--- src/rtl/serial_sub_pkg.sv ---
// Shared definitions for the bit-serial subtractor: FSM state encoding and
// the counter-width helper.
package serial_sub_pkg;

  typedef enum logic [1:0] {
    ST_IDLE  = 2'd0,
    ST_SHIFT = 2'd1,
    ST_DONE  = 2'd2
  } state_t;

  // Ceiling log2, never less than 1 so a counter always has at least one bit.
  function automatic int clog2_w(input int value);
    int bits;
    bits = 0;
    while ((1 << bits) < value) bits++;
    if (bits < 1) bits = 1;
    return bits;
  endfunction

endpackage

--- src/rtl/full_subtractor_dflow.sv ---
// Single-bit full subtractor cell in pure dataflow form:
// diff = a ^ b ^ br, borrow = (~a & b) | (~a & br) | (b & br).
module full_subtractor_dflow (
  input  logic a_in,
  input  logic b_in,
  input  logic br_in,
  output logic diff_out,
  output logic borrow_out
);

  assign diff_out   = a_in ^ b_in ^ br_in;
  assign borrow_out = (~a_in & b_in) | (~a_in & br_in) | (b_in & br_in);

endmodule

--- src/rtl/serial_subtractor.sv ---
// Bit-serial subtractor: computes (a - b - bin) mod 2^WIDTH one bit per clock
// through a single full-subtractor cell, LSB first.
//
// Handshake: start_in is sampled on a rising edge and accepted only in IDLE or
// DONE (never in SHIFT). An accepted start latches a_in/b_in/bin_in; busy_out
// is high for the WIDTH cycles that follow, then done_out pulses for exactly
// one cycle together with the updated diff_out/borrow_out. busy_out and
// done_out are never high together. Reset wins over start.
//
// Optional feature: define SERIAL_SUB_OVF_EN to add overflow_out, the signed
// two's-complement overflow (borrow into MSB XOR borrow out of MSB).
module serial_subtractor
  import serial_sub_pkg::*;
#(
  parameter int WIDTH = 4
) (
  input  logic             clk_in,
  input  logic             rst_in,
  input  logic             start_in,
  input  logic [WIDTH-1:0] a_in,
  input  logic [WIDTH-1:0] b_in,
  input  logic             bin_in,
  output logic             busy_out,
  output logic             done_out,
  output logic [WIDTH-1:0] diff_out,
  output logic             borrow_out,
  output logic [1:0]       dbg_state_out
`ifdef SERIAL_SUB_OVF_EN
  ,
  output logic             overflow_out
`endif
);

  localparam int CW = clog2_w(WIDTH);
  localparam logic [CW-1:0] LAST_BIT = CW'(WIDTH - 1);

  state_t           state_q;
  state_t           state_d;
  logic [WIDTH-1:0] a_sh;
  logic [WIDTH-1:0] b_sh;
  logic [WIDTH-1:0] part_q;
  logic             br_q;
  logic [CW-1:0]    cnt_q;
  logic             cell_d;
  logic             cell_bo;
  logic             accept;
  logic             last_bit;

  assign accept   = start_in && (state_q != ST_SHIFT);
  assign last_bit = (state_q == ST_SHIFT) && (cnt_q == LAST_BIT);

  full_subtractor_dflow u_cell (
    .a_in      (a_sh[0]),
    .b_in      (b_sh[0]),
    .br_in     (br_q),
    .diff_out  (cell_d),
    .borrow_out(cell_bo)
  );

  // State register.
  always_ff @(posedge clk_in) begin
    if (rst_in) state_q <= ST_IDLE;
    else        state_q <= state_d;
  end

  // Next-state logic and status outputs decoded from the current state.
  always_comb begin
    state_d       = state_q;
    busy_out      = 1'b0;
    done_out      = 1'b0;
    dbg_state_out = state_q;
    unique case (state_q)
      ST_IDLE: begin
        if (start_in) state_d = ST_SHIFT;
      end
      ST_SHIFT: begin
        busy_out = 1'b1;
        if (cnt_q == LAST_BIT) state_d = ST_DONE;
      end
      ST_DONE: begin
        done_out = 1'b1;
        state_d  = start_in ? ST_SHIFT : ST_IDLE;
      end
      default: state_d = ST_IDLE;
    endcase
  end

  // Operand shift registers, borrow flop, bit counter and result registers.
  // Results are only written on the final SHIFT bit so they hold steady
  // while a new operation is in flight.
  always_ff @(posedge clk_in) begin
    if (rst_in) begin
      a_sh       <= '0;
      b_sh       <= '0;
      part_q     <= '0;
      br_q       <= 1'b0;
      cnt_q      <= '0;
      diff_out   <= '0;
      borrow_out <= 1'b0;
`ifdef SERIAL_SUB_OVF_EN
      overflow_out <= 1'b0;
`endif
    end else if (accept) begin
      a_sh  <= a_in;
      b_sh  <= b_in;
      br_q  <= bin_in;
      cnt_q <= '0;
    end else if (state_q == ST_SHIFT) begin
      a_sh   <= a_sh >> 1;
      b_sh   <= b_sh >> 1;
      br_q   <= cell_bo;
      part_q <= {cell_d, part_q[WIDTH-1:1]};
      // Hold at the last index instead of wrapping.
      if (!last_bit) cnt_q <= cnt_q + CW'(1);
      if (last_bit) begin
        diff_out   <= {cell_d, part_q[WIDTH-1:1]};
        borrow_out <= cell_bo;
`ifdef SERIAL_SUB_OVF_EN
        // br_q is the borrow into the MSB, cell_bo the borrow out of it.
        overflow_out <= br_q ^ cell_bo;
`endif
      end
    end
  end

endmodule

--- config.mk ---
export PLATFORM = sky130hd
export DESIGN_NAME = serial_subtractor
export DESIGN_NICKNAME = d
export VERILOG_FILES = /design/src/rtl/serial_sub_pkg.sv /design/src/rtl/full_subtractor_dflow.sv /design/src/rtl/serial_subtractor.sv
export SDC_FILE = /design/constraint.sdc
export NUM_CORES = 1
export LEC_CHECK = 0
export ABC_AREA = 1
export CORE_ASPECT_RATIO = 1.2
export CORE_UTILIZATION = 44
export CTS_BUF_LIST = sky130_fd_sc_hd__clkbuf_16
export CTS_CLUSTER_DIAMETER = 80
export DETAILED_ROUTE_END_ITERATION = 10
export GPL_TIMING_DRIVEN = 0
export PLACE_DENSITY = 0.76
export SETUP_SLACK_MARGIN = 0.4
export SKIP_LAST_GASP = 1
export SYNTH_ARGS = -nofsm -noshare
export SYNTH_HDL_FRONTEND = slang
export SYNTH_SLANG_ARGS = --single-unit
--- constraint.sdc ---
create_clock -name clk_in -period 1.35 [get_ports clk_in]
set_clock_uncertainty 0.2 [all_clocks]
set_input_delay 0.27 -clock clk_in [delete_from_list [all_inputs] [get_ports clk_in]]
set_output_delay 0.27 -clock clk_in [all_outputs]
set_load 0.02 [all_outputs]
==> results.py <==
metrics = {
    "clock_tree": {
        "clockBufferDepth": 2,
        "clk_latency_ns": 0.25,
        "htreeDepth": 1,
        "cts_tree": "done",
        "path_clk_slew_ns": 0.06,
        "cts_hold_buffers": 0,
        "cts_num_sinks": 21,
        "cts_root_buf": "clkbuf_16",
        "cts_buffers": 3,
    },
    "power_and_ir_drop": {
        "p_per_area_mw_per_mm2": 995,
        "power_mw": 1.61,
        "p_leak_nw": 0.725,
        "ir_drop_uv": 702,
    },
    "timing": {
        "finalCriticalPeriod_ns": 1.48,
        "rsz0062_at_grt": "yes",
        "tightest_slew_ns": 0.331,
        "post-route-period-util_pct": 109,
        "hold_viol": 0,
        "fin_hold_ws_ns": 0.278,
        "final.setup.worst_slack_ns": -0.125,
        "setup_viol": 12,
        "maxSlewHeadroom_pct": 77.9,
        "max_freq_ghz": 0.678,
        "slew_viol_final": 0,
        "tns_ns": -0.577,
    },
    "cells_and_area": {
        "multi_input_area_um2": 549,
        "layout.area.seq_um2": 443,
        "layout.cells.non_filler": 198,
        "area_growth_syn_to_layout_pct": 65.3,
        "drive_gt1_share_pct": 47.6,
        "layout.nets": 183,
        "num_antenna_cells": 0,
        "nFillCells": 155,
        "fin_area_mm2": 0.00162,
        "final_util_pct": 78.3,
        "final_cell_mix": "23 x nand2_1, 17 x nand3_1, 15 x buf_6",
        "layout_commonest_cell": "nand2_1",
    },
    "synth": {
        "ys_seq_elements": 21,
        "synth_cells": 127,
        "synth.avg_cell_area_um2": 7.72,
        "synthDistinctLibCells": 18,
        "yosysSeqAreaShare_pct": 42.9,
        "synth_warnings": 0,
        "synth_nets": 141,
        "synth_area_um2": 981,
    },
    "hold_path": {
        "hold_end": "borrow_out",
        "hold_path_depth": 2,
        "hp-start": "borrow_out",
        "hold_path_class": "flip-flop to flip-flop",
    },
    "floorplan": {
        "initial_core_util_pct": 47.3,
        "row_count": 18,
        "die_h_um": 53.7,
        "die_area_mm2": 0.00242,
        "boundaryPins": 21,
        "coreArea_mm2": 0.00207,
        "die_w_um": 45.1,
    },
    "place": {
        "place_inst": 177,
        "hpwlAfterDp_mm": 1.47,
        "port_buffers": 20,
        "gp_congestion": 0.760,
        "placed_cell_area_mm2": 0.00126,
        "place_ws_ns": -0.486,
    },
    "setup_path": {
        "crit_chain": "inv_4 -> nor2_4 -> buf_6 -> buf_6",
        "critPathBufInv": 3,
        "path_class": "flip-flop to output pin",
        "slowest_delay_ns": 0.37,
        "worstSetupStartpointType": "flip-flop",
        "cp_top_family": "flip-flops",
        "worstPathMaxFanout": 4,
        "r2r-end": "a_sh[0]",
        "rrSetupSlack_ns": -0.07,
        "critical_path.most_common_cell": "buf_6",
        "r2r_start": "dbg_state_out[0]",
        "critPathArrivalTime_ns": 1.01,
        "cp_data_required_time_ns": 0.88,
        "cpMaxStageDelayCell": "dfxtp_4",
        "worstSetupEndpointType": "output pin",
        "ff2ff_path_depth": 8,
    },
    "detailed_routing": {
        "drt-wirelength-per-cell_um": 14.7,
        "drt_iter0_drc": 40,
        "ant_nets": 0,
        "drc": 0,
        "drtPass1Iterations": 4,
        "viasPerCell": 4.96,
        "wl_mm": 2.91,
        "vias": 983,
    },
    "status": {
        "status": "complete, but fails checks",
        "violations": "negative setup slack",
    },
    "grt": {
        "grt_max_degree": 12,
        "gr-total-overflow": 0,
        "track_usage_pct": 25.0,
        "grt_pass1_vias": 905,
        "grt_first_pass_wirelength_mm": 4.20,
        "antenna_found_initial": 0,
    },
    "flow_run": {
        "timing.max_cap.violations": 0,
    },
}
==> timing repair <==
item	in CTS	in global routing
pin swaps	4	8
setup endpoints to repair	30	30
resized for setup	87	18
setup buffers	8	7
gates cloned	2	0
==> synth_stat cells <==
| master | count | area share [%] |
|---|---|---|
| o21ai_1 | 1 | 0.51 |
| o21ai_0 | 6 | 3.1 |
| inv_2 | 2 | 0.77 |
| fa_1 | 1 | 2.0 |
| nand2_4 | 1 | 1.1 |
| nor2_1 | 15 | 5.7 |
| dfxtp_1 | 21 | 43 |
| inv_1 | 15 | 5.7 |
| nor2_4 | 2 | 2.3 |
| buf_12 | 1 | 2.0 |
| nand3_1 | 19 | 9.7 |
| nand2_1 | 27 | 10 |
| nand3_2 | 5 | 5.1 |
| buf_6 | 2 | 2.3 |
| ha_1 | 1 | 1.3 |
| buf_8 | 1 | 1.5 |
| buf_2 | 1 | 0.51 |
| a21oi_1 | 6 | 3.1 |
==> where the power goes <==
part | internal [mW] | switching, mW | leakage (nW)
registers | 0.646 | 0.0303 | 0.177
logic | 0.164 | 0.156 | 0.506
clock network | 0.394 | 0.221 | 0.0423
==> kinds of logic (layout without fill, tap and decap cells) <==
family | after synthesis | in the layout | share of synthesized area (%)
AND/OR/NAND/NOR | 69 | 69 | 34.3
buffers and inverters | 22 | 63 | 12.9
flip-flops | 21 | 21 | 42.9
AO/OA/AOI/OAI | 13 | 13 | 6.63
adder cells (fa/ha/maj) | 2 | 2 | 3.32
==> per-layer routing <==
metal | up-vias | global-route usage (%) | part of all wire, %
met5 | - | 0 | 0
met4 | 0 | 9.09 | 1.0
met3 | 5 | 2.01 | 4.8
met2 | 35 | 46.4 | 53
met1 | 458 | 29.5 | 41
li1 | 485 | - | -
==> worst register-to-register path, cell delays in order, from the launching register on <==
cell and delay [ns]:
dfxtp_4 0.37, buf_4 0.12, nand2_4 0.06, buf_8 0.15, buf_4 0.16, nand3_1 0.07
nand3_1 0.08, nand2_1 0.06, inv_1 0.03
==> state kept, by name, summed over array words and instances, names as in the netlist <==
name / cells
b_sh: 4
dbg_state_out: 2
part_q: 3
br_q: 1
cnt_q: 2
diff_out: 4
borrow_out: 1
a_sh: 4
==> cell type report <==
type / count / share of cell area [%]
inverters: 17 / 4.71
repair buffers: 37 / 22.7
plain buffers: 5 / 4.24
clock inverters: 1 / 0.231
flip-flops and latches: 21 / 27.3
clock buffers: 3 / 4.63
well taps: 30 / 2.31
multi-input cells: 84 / 33.9
==> worst max-delay path by stage <==
stage,endpoint,startpoint,depth (start not counted),slack [ns]
floorplan,diff_out[3],br_q,4,0.06
global placement,busy_out,dbg_state_out[0],4,-0.47
detailed placement,busy_out,dbg_state_out[0],4,-0.49
CTS,busy_out,dbg_state_out[0],4,-0.12
global route,busy_out,dbg_state_out[0],4,-0.16
finish,busy_out,dbg_state_out[0],4,-0.13
Power figures use the tool's default switching activity.
